**src/rtl/arb_que_ctrl.sv**
```systemverilog
// Round-robin arbiter feeding an external queue, with occupancy tracking,
// downstream pop handshake and a one-cycle flush (clear) sequence.
module arb_que_ctrl #(
  parameter int unsigned NBITS = 8,
  parameter int unsigned NREQ  = 4,
  parameter int unsigned DEPTH = 8
) (
  input  logic                  CLK,
  input  logic                  nRST,
  input  logic [NREQ-1:0]       req_valid,
  input  logic [NREQ*NBITS-1:0] req_data,
  output logic [NREQ-1:0]       req_ready,
  input  logic                  flush,
  output logic                  en,
  output logic [NBITS-1:0]      que_in,
  output logic                  dec,
  output logic                  clear,
  output logic [3:0]            count_in,
  input  logic [NBITS-1:0]      que_out,
  output logic                  out_valid,
  output logic [NBITS-1:0]      out_data,
  input  logic                  out_ready
);

  localparam int unsigned PtrW = (NREQ > 1) ? $clog2(NREQ) : 1;

  typedef enum logic [1:0] {StIdle, StActive, StFlush} state_e;

  state_e            state_q;
  logic [3:0]        cnt_q, cnt_d;
  logic [PtrW-1:0]   ptr_q, ptr_nxt;
  logic [PtrW-1:0]   winner;
  logic              any_valid;
  logic              push, pop;
  int unsigned       idx;

  // Search from ptr upward with wrap-around; first valid requester wins.
  always_comb begin
    any_valid = 1'b0;
    winner    = '0;
    idx       = 0;
    for (int unsigned k = 0; k < NREQ; k++) begin
      idx = (32'(ptr_q) + k) % NREQ;
      if (!any_valid && req_valid[idx]) begin
        any_valid = 1'b1;
        winner    = PtrW'(idx);
      end
    end
  end

  assign out_valid = (cnt_q != 4'd0) && (state_q != StFlush);
  assign out_data  = out_valid ? que_out : '0;
  assign pop       = out_valid && out_ready;
  assign dec       = pop;
  assign clear     = (state_q == StFlush);
  assign count_in  = cnt_q;

  // nRST gating keeps grant outputs quiet while reset is held.
  assign push = nRST && any_valid && (state_q != StFlush) && !flush &&
                ((cnt_q < 4'(DEPTH)) || pop);

  assign en        = push;
  assign req_ready = push ? (NREQ'(1) << winner) : '0;
  assign que_in    = push ? req_data[32'(winner)*NBITS +: NBITS] : '0;

  assign ptr_nxt = (winner == PtrW'(NREQ - 1)) ? '0 : winner + PtrW'(1);

  always_comb begin
    cnt_d = cnt_q;
    if (push && !pop) begin
      cnt_d = cnt_q + 4'd1;
    end else if (pop && !push) begin
      cnt_d = cnt_q - 4'd1;
    end
  end

  always_ff @(posedge CLK or negedge nRST) begin
    if (!nRST) begin
      state_q <= StIdle;
      cnt_q   <= 4'd0;
      ptr_q   <= '0;
    end else if (state_q == StFlush) begin
      state_q <= StIdle;
      cnt_q   <= 4'd0;
    end else begin
      cnt_q <= cnt_d;
      if (push) begin
        ptr_q <= ptr_nxt;
      end
      if (flush) begin
        state_q <= StFlush;
      end else begin
        state_q <= (cnt_d == 4'd0) ? StIdle : StActive;
      end
    end
  end

endmodule

```
**config.mk**
```make
export PLATFORM = sky130hd
export DESIGN_NAME = arb_que_ctrl
export DESIGN_NICKNAME = d
export VERILOG_FILES = /design/src/rtl/arb_que_ctrl.sv
export SDC_FILE = /design/constraint.sdc
export NUM_CORES = 1
export LEC_CHECK = 0
export CAP_MARGIN = 20
export CORE_MARGIN = 2
export CORE_UTILIZATION = 33
export DETAILED_ROUTE_END_ITERATION = 8
export GPL_ROUTABILITY_DRIVEN = 1
export PLACE_DENSITY = 0.86
export SLEW_MARGIN = 20
export SYNTH_ARGS = -nofsm -noshare
export SYNTH_HDL_FRONTEND = slang
export SYNTH_SLANG_ARGS = --single-unit
```
**constraint.sdc**
```tcl
create_clock -name CLK -period 2.3 [get_ports CLK]
set_input_delay 0.46 -clock CLK [delete_from_list [all_inputs] [get_ports CLK]]
set_output_delay 0.46 -clock CLK [all_outputs]
set_load 0.05 [all_outputs]
```
==> results_dict.tcl, run 1 <==
set metrics [dict create \
    status "stopped before the end" \
    stop_stage "global routing (5_1_grt)" \
    tool.error "[ERROR DPL-0038] Utilization greater than 100%, impossible to legalize" \
    synth-seq-cells 8 \
    die_w_um 57.11 \
    synthXorXnorAreaFrac_pct 1.882 \
    synth_top_family_by_area "simple AND/OR/NAND/NOR gates" \
    cts.sink_count 8 \
    gp_congestion 0.7518 \
    grt_max_degree 10 \
    synth_cell_types 27 \
    postGrtWorstEndpoint "que_in[0]" \
    synth.top_cell.area_share_pct 21.51 \
    numCtsBuffers 3 \
    io_buffers 75 \
    die_h_um 57.11 \
    dp_hpwl_um 2960 \
    synth.area.mux_share_pct 19.49 \
    synth_nets 166 \
    worstEndpointType "output port" \
    clock-root-buffer "clkbuf_4" \
    holdBufCountCts 0 \
    synth_top_area_cell "dfrtp_1" \
    synth-compound-area-share_pct 19.09 \
    ios 76 \
    syn_inst 112 \
    htree_num_levels 1 \
    syn_area_per_cell_um2 8.312 \
    row_count 19 \
    synthSimpleGateAreaFrac_pct 22.18 \
    dp_slack_ns -0.4899 \
    clock_path_buffers 2 \
    start_util_pct 34.35 \
    yosysSeqAreaShare_pct 21.51 \
    synth_fa_ha_area_share_pct 8.065 \
    synth_warnings 0 \
    synthTopCellsByArea "dfrtp_1 (22%), mux2i_1 (18%), and2_1 (8.1%)" \
    synth_area_um2 930.9 \
]
-- what timing repair did --
item | 4_1_cts
cloned | 1
setup buffers | 3
resized for setup | 73
pin swaps | 11
endpoints found under the setup margin | 15
-- synthesized netlist by cell type --
library cell   n
nor4_1         1
a311oi_1       2
nor2b_1        3
or3_1          1
nand2_1        5
buf_6          1
and2_1        12
nand3_1        2
nand2b_1       4
buf_2          4
inv_1         10
o22ai_2        1
ha_1           6
a211o_1        1
dfrtp_1        8
mux2i_1       17
clkbuf_1       1
o22ai_1       11
a21o_1         1
mux2_2         1
a21oi_1        5
nor3b_1        1
nor3_1         1
a2111oi_4      1
nor2_1         9
xnor2_1        2
a32o_1         1
-- stage by stage --
step | instances | hold WS (ns) | instance area (µm²)
after floorplan | 112 | 0.1644 | 1175
after detailed placement | 232 | 0.6067 | 2291
after CTS | 239 | 0.3303 | 2615
after global placement | 232 | 0.5549 | 2291
-- cells by family after synthesis --
kind of cell	count (synthesis)
mux	18
flops	8
fa+ha+maj	6
simple gates	39
buf+inv	16
compound gates	23
xor+xnor	2
==> run 2, diff against run 1 <==
- CORE_AREA: not set -> 2 2 63 65
- CORE_MARGIN: 2 -> not set
- CORE_UTILIZATION: 33 -> not set
- DIE_AREA: not set -> 0 0 65 67
- PLACE_DENSITY: 0.86 -> not set
- PLACE_DENSITY_LB_ADDON: not set -> 0.15
==> results_dict.tcl, run 2 <==
set metrics [dict create \
    syn_inst 112 \
    rsz0062_at_grt "true" \
    power_density_nw_per_um2 1070 \
    crit_path_max_fanout 8 \
    cp-start-kind "primary input" \
    areaGrowthSynthToFinish_pct 190.5 \
    hold_viol 0 \
    crit_type "in -> out" \
    setup_tns_ns -0.6865 \
    status "complete, but fails checks" \
    cts_tree "built" \
    worst_slack_ns -0.09892 \
    setup.worst_path.end_class "output pin" \
    row_count 22 \
    detail-route-antenna-nets 0 \
    cp_data_required_time_ns 1.84 \
    r2r_end "state_q[0]" \
    grt_pass1_wl_um 6354 \
    final_common_cell "clkdlybuf4s50_1" \
    die_h_um 67 \
    cts.sink_count 8 \
    violations "negative setup slack" \
    fin_area_um2 2704 \
    finalNonFillerCells 256 \
    numCtsBuffers 3 \
    largest_reg_flops 4 \
    vias_per_cell 4.801 \
    synthTopCellsByCount "mux2i_1 (17), and2_1 (12), o22ai_1 (11)" \
    slew_headroom_pct 66.34 \
    dp.cells 245 \
    r2r_cells 8 \
    arrival_ns 1.94 \
    multi_input_area_um2 1174 \
    io_buffers 75 \
    seqCellArea_um2 205.2 \
    synthArstFlopShare_pct 100.0 \
    gp_congestion 0.6868 \
    die_w_um 65 \
    drt-total-wl_um 4126 \
    synth.top_cell.area_share_pct 21.51 \
    clock-root-buffer "clkbuf_8" \
    synth_top_area_cell "dfrtp_1" \
    grt_pass1_vias 1309 \
    dp_hpwl_um 2901 \
    drv_cap 0 \
    yosysMostFrequentCell "mux2i_1" \
    setup_viol 11 \
    firstDrtPassIters 4 \
    final_cell_mix "clkdlybuf4s50_1 (44), buf_12 (24), buf_4 (18)" \
    clock_path_buffers 2 \
    htree_num_levels 1 \
    worstReg2RegStart "state_q[1]" \
    hold_slack_ns 0.3656 \
    grt_usage_pct 19.64 \
    final.min_clock_period_ns 2.399 \
    finClkSkew_ns 0.003387 \
    ys.flop_type "dfrtp_1" \
    holdBufCountCts 0 \
    placed_area_um2 2295 \
    synth_cell_types 27 \
    rrSetupSlack_ns 0.24 \
    dieArea_um2 4355 \
    antenna_found_initial 0 \
    synth_nets 166 \
    clk_latency_ns 0.23 \
    dr.first_iter.drc_count 20 \
    fmax_mhz 416.9 \
    drive_above_1_share_pct 56.25 \
    power.leakage_uw 0.001014 \
    synth_warnings 0 \
    syn_area_per_cell_um2 8.312 \
    overflow 0 \
    synth_edf_count 0 \
    drv_slew 0 \
    hp-class "in -> async" \
    grt_max_degree 11 \
    nFillCells 230 \
    fin_crit_sh_pct 104.3 \
    synth_area_um2 930.9 \
    wl_per_cell_um 16.12 \
    synth-seq-cells 8 \
    path_clk_slew_ns 0.04 \
    antennaDiodeCount 0 \
    ios 76 \
    core_area_um2 3606 \
    start_util_pct 25.82 \
    vias 1229 \
    worst_slew_pin_slew_ns 0.5033 \
    yosysSeqAreaShare_pct 21.51 \
    drc 0 \
    synthTopCellsByArea "dfrtp_1 (22%), mux2i_1 (18%), and2_1 (8.1%)" \
    nNetsFinal 263 \
    peakVddDrop_mv 0.5503 \
]
## run 2: cell families (layout without fill, tap and decap cells)
group	after synthesis	count (layout)	synth area share [%]
xor+xnor	2	2	1.882
buf+inv	16	112	7.796
flops	8	8	21.51
simple gates	39	39	22.18
fa+ha+maj	6	6	8.064
mux	18	18	19.49
compound gates	23	23	19.09
## run 2: area by class of cell
type | count | share of cell area (%)
Tap cell | 48 | 2.221
Inverter | 10 | 1.573
Sequential cell | 8 | 7.589
Multi-Input combinational cell | 88 | 43.41
Clock buffer | 4 | 1.666
Timing Repair Buffer | 98 | 43.54
## run 2: worst max-delay path: stages
cell and delay [ns]:
dlygate4sd2_1 0.31, o22ai_2 0.10, a211o_1 0.39, inv_4 0.16, nand2_8 0.13, o22ai_4 0.22
buf_12 0.16
## run 2: worst max-delay path by stage
| stage | from | endpoint | slack (ns) |
|---|---|---|---|
| finish | req_valid[3] | que_in[1] | -0.1 |
| global route | req_valid[3] | que_in[0] | -0.17 |
| CTS | ptr_q[0] | que_in[7] | -0.09 |
| detailed placement | req_valid[0] | que_in[7] | -0.48 |
| global placement | req_valid[0] | req_ready[3] | -0.40 |
| floorplan | count_in[0] | state_q[0] | -0.1 |
## run 2: timing repair
item | CTS | global route
cloned | 1 | 0
gates resized for setup | 65 | 23
setup endpoints to repair | 15 | 12
pin swaps | 13 | 9
buffers inserted | 7 | 2
## run 2: metal layers
metal,wire length [µm],up-vias,part of all wire [%],track usage (%)
met4,58,0,1.4,5.851
met5,0,-,0,0
li1,-,589,-,-
met3,293,6,7.1,5.236
met2,2335,57,57,37.89
met1,1439,577,35,20.64
## run 2: per-stage QoR
step	worst slack, ns	total power [µW]	utilization, %
after floorplan	-0.09771	1511	-
after global placement	-0.4007	2284	63.64
after detailed placement	-0.4751	2321	63.64
after CTS	-0.09417	2859	74.12
after global routing	-0.1694	3038	74.98
final	-0.09892	2893	74.98
## run 2: power by group
group | total [µW] | switching [µW] | internal [µW]
clock | 174 | 54.2 | 120
sequential | 290 | 85.9 | 204
combinational | 2430 | 1230 | 1190
total | 2890 | 1380 | 1520
Power figures use the tool's default switching activity.
